`src/rtl/osd_text_overlay_if.sv`:
```
`default_nettype none
// ============================================================================
// Module   : osd_text_overlay_if
// Brief    : Video taps, CPU char-buffer bus, font ROM port and mixed output
// Revision : 1.0
// ============================================================================
interface osd_text_overlay_if;
  logic       ce;
  logic [9:0] osd_hcnt;
  logic [8:0] osd_vcnt;
  logic       osd_paper;
  logic       osd_blink;
  logic [4:0] in_red;
  logic [4:0] in_grn;
  logic [4:0] in_blu;
  logic       wr;
  logic       ctrl_wr;
  logic [7:0] addr;
  logic [7:0] d;
  logic [9:0] font_addr;
  logic [7:0] font_data;
  logic [4:0] out_red;
  logic [4:0] out_grn;
  logic [4:0] out_blu;
  logic       busy;

  modport master (
    output ce, osd_hcnt, osd_vcnt, osd_paper, osd_blink,
    output in_red, in_grn, in_blu, wr, ctrl_wr, addr, d, font_data,
    input  font_addr, out_red, out_grn, out_blu, busy
  );

  modport slave (
    input  ce, osd_hcnt, osd_vcnt, osd_paper, osd_blink,
    input  in_red, in_grn, in_blu, wr, ctrl_wr, addr, d, font_data,
    output font_addr, out_red, out_grn, out_blu, busy
  );
endinterface
`default_nettype wire

```
`src/rtl/osd_text_overlay.sv`:
```
`default_nettype none
// ============================================================================
// Module   : osd_text_overlay
// Brief    : 32x8 char text window mixed over 5:5:5 video, fixed 3-ce latency
// Revision : 1.0
// ============================================================================
module osd_text_overlay #(
  parameter logic [9:0]  X0       = 10'd32,
  parameter logic [8:0]  Y0       = 9'd96,
  parameter logic [14:0] FG_COLOR = 15'h7FE0
) (
  input logic               clk,
  input logic               res,
  osd_text_overlay_if.slave bus
);
  typedef enum logic [0:0] {IDLE = 1'b0, CLEAR = 1'b1} state_t;

  localparam logic [7:0] C_BLANK = 8'h20;

  logic [7:0] mem [0:255];
  logic [7:0] ram_rd_q;

  state_t     state_q, state_d;
  logic [7:0] cnt_q, cnt_d;
  logic       busy_q, busy_d;
  logic       en_q, en_d;

  logic        hit1_q, hit1_d;
  logic [2:0]  bit1_q, bit1_d;
  logic [2:0]  line1_q, line1_d;
  logic        blink1_q, blink1_d;
  logic [14:0] rgb1_q, rgb1_d;

  logic        hit2_q, hit2_d;
  logic [2:0]  bit2_q, bit2_d;
  logic        attr2_q, attr2_d;
  logic        blink2_q, blink2_d;
  logic [14:0] rgb2_q, rgb2_d;

  logic [9:0]  font_addr_q, font_addr_d;
  logic [14:0] out_q, out_d;

  logic [9:0] w_dx;
  logic [8:0] w_dy;
  logic       w_hit;
  logic [7:0] w_rd_addr;
  logic       w_mem_we;
  logic [7:0] w_mem_wa;
  logic [7:0] w_mem_wd;
  logic       w_pix_on;

  // Unsigned wrap makes positions left/above the window land far out of range.
  assign w_dx      = bus.osd_hcnt - X0;
  assign w_dy      = bus.osd_vcnt - Y0;
  assign w_hit     = bus.osd_paper & en_q & (w_dx[9:8] == 2'b00) & (w_dy[8:6] == 3'b000);
  assign w_rd_addr = {w_dy[5:3], w_dx[7:3]};

  assign w_mem_we = busy_q | bus.wr;
  assign w_mem_wa = busy_q ? cnt_q   : bus.addr;
  assign w_mem_wd = busy_q ? C_BLANK : bus.d;

  assign w_pix_on = bus.font_data[3'd7 - bit2_q] ^ (attr2_q & blink2_q);

  // Character buffer: no reset, old data on read-during-write.
  always_ff @(posedge clk) begin
    if (w_mem_we) begin
      mem[w_mem_wa] <= w_mem_wd;
    end
    if (bus.ce) begin
      ram_rd_q <= mem[w_rd_addr];
    end
  end

  always_comb begin
    state_d = state_q;
    cnt_d   = cnt_q;
    busy_d  = busy_q;
    en_d    = en_q;
    if (bus.ctrl_wr) begin
      en_d = bus.d[0];
    end
    case (state_q)
      IDLE: begin
        if (bus.ctrl_wr && bus.d[1]) begin
          state_d = CLEAR;
          cnt_d   = 8'd0;
          busy_d  = 1'b1;
        end
      end
      CLEAR: begin
        if (bus.ctrl_wr && bus.d[1]) begin
          cnt_d = 8'd0;
        end else if (cnt_q == 8'hFF) begin
          state_d = IDLE;
          busy_d  = 1'b0;
        end else begin
          cnt_d = cnt_q + 8'd1;
        end
      end
      default: begin
        state_d = IDLE;
        busy_d  = 1'b0;
      end
    endcase
  end

  always_comb begin
    hit1_d      = hit1_q;
    bit1_d      = bit1_q;
    line1_d     = line1_q;
    blink1_d    = blink1_q;
    rgb1_d      = rgb1_q;
    hit2_d      = hit2_q;
    bit2_d      = bit2_q;
    attr2_d     = attr2_q;
    blink2_d    = blink2_q;
    rgb2_d      = rgb2_q;
    font_addr_d = font_addr_q;
    out_d       = out_q;
    if (bus.ce) begin
      hit1_d      = w_hit;
      bit1_d      = w_dx[2:0];
      line1_d     = w_dy[2:0];
      blink1_d    = bus.osd_blink;
      rgb1_d      = {bus.in_red, bus.in_grn, bus.in_blu};
      font_addr_d = {ram_rd_q[6:0], line1_q};
      attr2_d     = ram_rd_q[7];
      hit2_d      = hit1_q;
      bit2_d      = bit1_q;
      blink2_d    = blink1_q;
      rgb2_d      = rgb1_q;
      if (!hit2_q) begin
        out_d = rgb2_q;
      end else if (w_pix_on) begin
        out_d = FG_COLOR;
      end else begin
        out_d = {1'b0, rgb2_q[14:11], 1'b0, rgb2_q[9:6], 1'b0, rgb2_q[4:1]};
      end
    end
  end

  always_ff @(posedge clk or posedge res) begin
    if (res) begin
      state_q     <= IDLE;
      cnt_q       <= 8'd0;
      busy_q      <= 1'b0;
      en_q        <= 1'b0;
      hit1_q      <= 1'b0;
      bit1_q      <= 3'd0;
      line1_q     <= 3'd0;
      blink1_q    <= 1'b0;
      rgb1_q      <= 15'd0;
      hit2_q      <= 1'b0;
      bit2_q      <= 3'd0;
      attr2_q     <= 1'b0;
      blink2_q    <= 1'b0;
      rgb2_q      <= 15'd0;
      font_addr_q <= 10'd0;
      out_q       <= 15'd0;
    end else begin
      state_q     <= state_d;
      cnt_q       <= cnt_d;
      busy_q      <= busy_d;
      en_q        <= en_d;
      hit1_q      <= hit1_d;
      bit1_q      <= bit1_d;
      line1_q     <= line1_d;
      blink1_q    <= blink1_d;
      rgb1_q      <= rgb1_d;
      hit2_q      <= hit2_d;
      bit2_q      <= bit2_d;
      attr2_q     <= attr2_d;
      blink2_q    <= blink2_d;
      rgb2_q      <= rgb2_d;
      font_addr_q <= font_addr_d;
      out_q       <= out_d;
    end
  end

  assign bus.font_addr = font_addr_q;
  assign bus.out_red   = out_q[14:10];
  assign bus.out_grn   = out_q[9:5];
  assign bus.out_blu   = out_q[4:0];
  assign bus.busy      = busy_q;
endmodule
`default_nettype wire

```
`src/flat_wrapper.sv`:
```
// flat-port wrapper written by rule: the top's interface ports become plain ports
module osd_text_overlay_flat 
#(
  parameter logic [9:0]  X0       = 10'd32,
  parameter logic [8:0]  Y0       = 9'd96,
  parameter logic [14:0] FG_COLOR = 15'h7FE0
)
  (clk, res, bus_ce, bus_osd_hcnt, bus_osd_vcnt, bus_osd_paper, bus_osd_blink, bus_in_red, bus_in_grn, bus_in_blu, bus_wr, bus_ctrl_wr, bus_addr, bus_d, bus_font_data, bus_font_addr, bus_out_red, bus_out_grn, bus_out_blu, bus_busy);
  osd_text_overlay_if bus_i ();
  input logic clk;
  input logic res;
  input wire logic [$bits(bus_i.ce)-1:0] bus_ce;
  input wire logic [$bits(bus_i.osd_hcnt)-1:0] bus_osd_hcnt;
  input wire logic [$bits(bus_i.osd_vcnt)-1:0] bus_osd_vcnt;
  input wire logic [$bits(bus_i.osd_paper)-1:0] bus_osd_paper;
  input wire logic [$bits(bus_i.osd_blink)-1:0] bus_osd_blink;
  input wire logic [$bits(bus_i.in_red)-1:0] bus_in_red;
  input wire logic [$bits(bus_i.in_grn)-1:0] bus_in_grn;
  input wire logic [$bits(bus_i.in_blu)-1:0] bus_in_blu;
  input wire logic [$bits(bus_i.wr)-1:0] bus_wr;
  input wire logic [$bits(bus_i.ctrl_wr)-1:0] bus_ctrl_wr;
  input wire logic [$bits(bus_i.addr)-1:0] bus_addr;
  input wire logic [$bits(bus_i.d)-1:0] bus_d;
  input wire logic [$bits(bus_i.font_data)-1:0] bus_font_data;
  output wire logic [$bits(bus_i.font_addr)-1:0] bus_font_addr;
  output wire logic [$bits(bus_i.out_red)-1:0] bus_out_red;
  output wire logic [$bits(bus_i.out_grn)-1:0] bus_out_grn;
  output wire logic [$bits(bus_i.out_blu)-1:0] bus_out_blu;
  output wire logic [$bits(bus_i.busy)-1:0] bus_busy;
  assign bus_i.ce = bus_ce;
  assign bus_i.osd_hcnt = bus_osd_hcnt;
  assign bus_i.osd_vcnt = bus_osd_vcnt;
  assign bus_i.osd_paper = bus_osd_paper;
  assign bus_i.osd_blink = bus_osd_blink;
  assign bus_i.in_red = bus_in_red;
  assign bus_i.in_grn = bus_in_grn;
  assign bus_i.in_blu = bus_in_blu;
  assign bus_i.wr = bus_wr;
  assign bus_i.ctrl_wr = bus_ctrl_wr;
  assign bus_i.addr = bus_addr;
  assign bus_i.d = bus_d;
  assign bus_i.font_data = bus_font_data;
  assign bus_font_addr = bus_i.font_addr;
  assign bus_out_red = bus_i.out_red;
  assign bus_out_grn = bus_i.out_grn;
  assign bus_out_blu = bus_i.out_blu;
  assign bus_busy = bus_i.busy;
  osd_text_overlay #(.X0(X0), .Y0(Y0), .FG_COLOR(FG_COLOR)) u_core (.clk(clk), .res(res), .bus(bus_i));
endmodule
```
`config.mk`:
```
export PLATFORM = sky130hd
export DESIGN_NAME = osd_text_overlay_flat
export DESIGN_NICKNAME = d
export VERILOG_FILES = /design/src/rtl/osd_text_overlay_if.sv /design/src/rtl/osd_text_overlay.sv /design/src/flat_wrapper.sv
export SDC_FILE = /design/constraint.sdc
export NUM_CORES = 2
export LEC_CHECK = 0
export ABC_AREA = 1
export CAP_MARGIN = 40
export CORE_MARGIN = 5
export CORE_UTILIZATION = 30
export CTS_CLUSTER_DIAMETER = 30
export CTS_CLUSTER_SIZE = 10
export DETAILED_ROUTE_END_ITERATION = 10
export GPL_TIMING_DRIVEN = 0
export PLACE_DENSITY_LB_ADDON = 0.15
export RECOVER_POWER = 50
export SYNTH_ARGS = -nofsm -noshare
export SYNTH_HDL_FRONTEND = slang
export SYNTH_SLANG_ARGS = --single-unit
```
`constraint.sdc`:
```
create_clock -name clk -period 16.2 [get_ports clk]
set_input_delay 4.05 -clock clk [delete_from_list [all_inputs] [get_ports clk]]
set_output_delay 4.05 -clock clk [all_outputs]
set_load 0.05 [all_outputs]
```
==> qor.log <==
INFO  sta            final-max-slew-violation-count=1643
INFO  final_layout   final.fill_count=28040
INFO  synthesis      syn_inst=7443
INFO  cts            tritoncts=yes
INFO  detailed_routing highest_signal_layer_in_the_routed_design=met5
INFO  detailed_routing wl=434.7mm
INFO  grt            pin_count_of_the_biggest_net_entering_global_routing=69
INFO  setup_path     crit_path_max_fanout=68
INFO  synthesis      synth_top_cells_by_area=sky130_fd_sc_hd__edfxtp_1, sky130_fd_sc_hd__nand3_1, sky130_fd_sc_hd__nand2_1
INFO  synthesis      synth.lib_cells_used.distinct=30
INFO  pwr            irDropWorstVdd=0.08318mV
INFO  sta            slew_headroom=-159.0%
INFO  placement      dp_slack=6812ps
INFO  grt            grt_antenna_before_repair=32
INFO  cts            cts_post_setup_buffers_inserted=0
INFO  cts            clock_insertion_delay_worst_skew=970ps
INFO  final_layout   finish.net_count=8477
INFO  die            design.core.area=290300µm²
INFO  die            boundaryPins=91
INFO  setup_path     worst_ep_arrival_time=12220ps
INFO  cts            clk_pin_slew=40ps
INFO  synthesis      yosysWarningCount=0
INFO  detailed_routing wl_met3=47.67mm
INFO  final_layout   syn_to_final_growth=30.77%
INFO  final_layout   drive_above_1_share=17.13%
INFO  grt            gr-total-overflow=0
INFO  synthesis      synth_top_area_cell=sky130_fd_sc_hd__edfxtp_1
INFO  sta            maxClockFrequency=82.89MHz
INFO  hold_path      timing.hold.worst.class=reg -> reg
INFO  detailed_routing vias=69050
INFO  detailed_routing wire_length_the_detailed_router_placed_on_met1=173.8mm
INFO  sta            setup_total_negative_slack=0ps
INFO  detailed_routing viasPerCell=5.413
INFO  sta            timing_hold_violations_final=0
INFO  sta            rsz0062_at_grt=no
INFO  cts            cts_max_path_buffers=4
INFO  final_layout   finalCoreUtilization=39.28%
INFO  grt            track_usage=27.91%
INFO  detailed_routing wl_per_cell=34.08µm
INFO  sta            setup_violations=0
INFO  outcome        status=finished with violations
INFO  setup_path     r2r_cells=5
INFO  setup_path     critPathCaptureType=register
INFO  hold_path      min_delay_path_depth=2
INFO  sta            period_needed=12060ps
INFO  synthesis      yosys-top-cells-count=sky130_fd_sc_hd__nand2_1, sky130_fd_sc_hd__edfxtp_1, sky130_fd_sc_hd__nand3_1, sky130_fd_sc_hd__nor2_1, sky130_fd_sc_hd__buf_2
INFO  synthesis      synth.net_count=7511
INFO  detailed_routing drt_pre_antenna_iters=7
INFO  die            dieWidth=549.2µm
INFO  grt            first_global_vias=64200
INFO  synthesis      asyncSetResetFlopFracSynth=3.745%
INFO  cts            htreeDepth=6
INFO  outcome        failed_checks=capacitance limit, slew limit
INFO  cts            cts_resized=0
INFO  synthesis      ys_ff_latch=2136
INFO  setup_path     endpoint_required_time_on_the_critical_path=16360ps
INFO  pwr            cell_leakage_power=41.88nW
INFO  cts            cts_hold_buf=0
INFO  detailed_routing antenna_violating_nets_post_route=0
INFO  detailed_routing route.met2.wl=186.0mm
INFO  cts            clk_root_buffer_cell=sky130_fd_sc_hd__clkbuf_16
INFO  setup_path     criticalPathCategory=in -> reg
INFO  setup_path     worst-r2r-setup-slack=6990ps
INFO  die            row_count=198
INFO  detailed_routing drcViolationCount=0
INFO  sta            postLayoutSetupSlackWorst=4136ps
INFO  setup_path     critical_path.startpoint_type=primary input
INFO  pwr            power.density_cell_area=157.8nW/µm²
INFO  synthesis      avgSynthCellArea=11.72µm²
INFO  synthesis      synth_edf_count=2056
INFO  sta            timing_worst_slew_pin_value=3884ps
INFO  synthesis      ys_seq_area_share=73.08%
INFO  placement      hpwl=311.3mm
INFO  run            max_cap_violations=50
INFO  placement      portBuffers=85
INFO  detailed_routing first_iter_violations=10020
INFO  die            floorplan_die_area=301600µm²
INFO  synthesis      post-synth-top-area-fraction=70.79%
INFO  grt            grt_pass1_wl=572.8mm
INFO  die            die_h=549.2µm
INFO  synthesis      synthMostInstantiatedCell=sky130_fd_sc_hd__nand2_1
INFO  sta            finClkSkew=89.47ps
INFO  synthesis      synth_flop_type=sky130_fd_sc_hd__edfxtp_1
INFO  sta            period_share=74.47%
INFO  synthesis      synth.cell_area=87220µm²
INFO  pwr            fin_total_pwr=0.01800W
INFO  die            floorplan.initialDensity=30.04%
INFO  cts            tritoncts.num_buffers=531
INFO  cts            tritoncts_num_sinks=2136
INFO  placement      gp_congestion=0.9729
==> flip-flops by register name, summed over array words and instances (netlist names) <==
register              count
u_core.bit1_q             3
u_core.cnt_q              8
u_core.rgb2_q            15
u_core.hit1_q             1
u_core.bus.font_addr     10
u_core.line1_q            3
u_core.out_q             15
u_core.attr2_q            1
u_core.ram_rd_q           8
u_core.en_q               1
u_core.blink1_q           1
u_core.rgb1_q            15
u_core.bit2_q             3
u_core.hit2_q             1
u_core.blink2_q           1
u_core.mem             2048
u_core.state_q            1
u_core.bus.busy           1
==> path summary, 6_finish.rpt <==
| path | endpoint | start |
|---|---|---|
| worst max-delay path | u_core.mem[94][5] | bus_d[5] |
| worst min-delay path | u_core.bus.font_addr[5] | u_core.ram_rd_q[2] |
| worst max register to register | u_core.mem[94][5] | u_core.bus.busy |
| worst min register to register | u_core.bus.font_addr[5] | u_core.ram_rd_q[2] |
| max in group asynchronous | u_core.rgb2_q[6] | res |
| min in group asynchronous | u_core.bus.busy | res |
==> cell usage in the layout (no fill, tap or decap), types with 3 or more instances in the layout <==
master and n:
sky130_fd_sc_hd__bufinv_16 64, sky130_fd_sc_hd__clkinv_4 9, sky130_fd_sc_hd__clkinvlp_4 38, sky130_fd_sc_hd__clkbuf_2 9
sky130_fd_sc_hd__clkinv_8 11, sky130_fd_sc_hd__buf_6 83, sky130_fd_sc_hd__clkbuf_8 6, sky130_fd_sc_hd__nand3_1 2027
sky130_fd_sc_hd__nor2_2 43, sky130_fd_sc_hd__ha_1 3, sky130_fd_sc_hd__nand2_2 4, sky130_fd_sc_hd__o211ai_1 3
sky130_fd_sc_hd__nor3_1 3, sky130_fd_sc_hd__clkinv_16 11, sky130_fd_sc_hd__inv_6 21, sky130_fd_sc_hd__dlygate4sd3_1 11
sky130_fd_sc_hd__inv_2 4, sky130_fd_sc_hd__buf_4 219, sky130_fd_sc_hd__diode_2 26, sky130_fd_sc_hd__clkdlybuf4s50_1 74
sky130_fd_sc_hd__o21ai_0 35, sky130_fd_sc_hd__clkbuf_16 543, sky130_fd_sc_hd__a31oi_1 4, sky130_fd_sc_hd__inv_16 5
sky130_fd_sc_hd__buf_1 22, sky130_fd_sc_hd__dfrtp_1 80, sky130_fd_sc_hd__inv_1 69, sky130_fd_sc_hd__a21oi_1 33
sky130_fd_sc_hd__clkbuf_1 235, sky130_fd_sc_hd__nor2_1 280, sky130_fd_sc_hd__o21ai_2 4, sky130_fd_sc_hd__edfxtp_1 2056
sky130_fd_sc_hd__buf_2 290, sky130_fd_sc_hd__clkinv_2 73, sky130_fd_sc_hd__nand2_1 2275, sky130_fd_sc_hd__clkinv_1 97
sky130_fd_sc_hd__buf_8 73
==> cells by family after synthesis <==
kind of cell             after synthesis  synth area share, %
flip-flops                          2136                73.08
AND/OR/NAND/NOR                     4636                22.91
buffers and inverters                581                3.407
AO/OA/AOI/OAI                         83               0.5164
adder cells (fa/ha/maj)                3              0.04304
XOR/XNOR                               4              0.04018
==> layer usage <==
layer  up-vias  GRT usage [%]
met5         -         0.3324
met4        20          15.52
met3      1030          7.413
met2      4783          41.07
met1     34690          37.36
li1      28530              -
==> stage by stage <==
step	hold WS, ps	std cells	cell area (µm²)
CTS	415.7	12730	115300
detailed placement	444.9	11770	97560
global placement	440.7	11430	92950
global route	449.3	12730	114000
finish	403.8	12760	114100
floorplan	426.4	7443	87220
==> area by class of cell <==
class                           instances  area (µm²)  area share, %
Timing Repair Buffer                  433        4013          3.518
Antenna cell                           26       65.06        0.05705
Buffer                                504        2694          2.362
Sequential cell                      2136       63740          55.89
Inverter                               77       295.3         0.2589
Multi-Input combinational cell       4726       20600          18.06
Clock buffer                          629       13970          12.25
Clock inverter                        326        3792          3.325
Tap cell                             3900        4880          4.278
==> critical path, cell delays in order <==
cell and delay, ps:
sky130_fd_sc_hd__dlygate4sd3_1 520, sky130_fd_sc_hd__or2_0 2030, sky130_fd_sc_hd__clkbuf_1 2570, sky130_fd_sc_hd__clkbuf_1 2860
==> report_power, final <==
part | switching (W) | total (W) | leakage, nW | internal [W]
sequential | 0.0000182 | 0.00617 | 19.6 | 0.00615
clock | 0.00339 | 0.0105 | 8.55 | 0.00716
combinational | 0.00103 | 0.00129 | 13.8 | 0.000257
No activity file was read; power rests on OpenSTA's default activity.
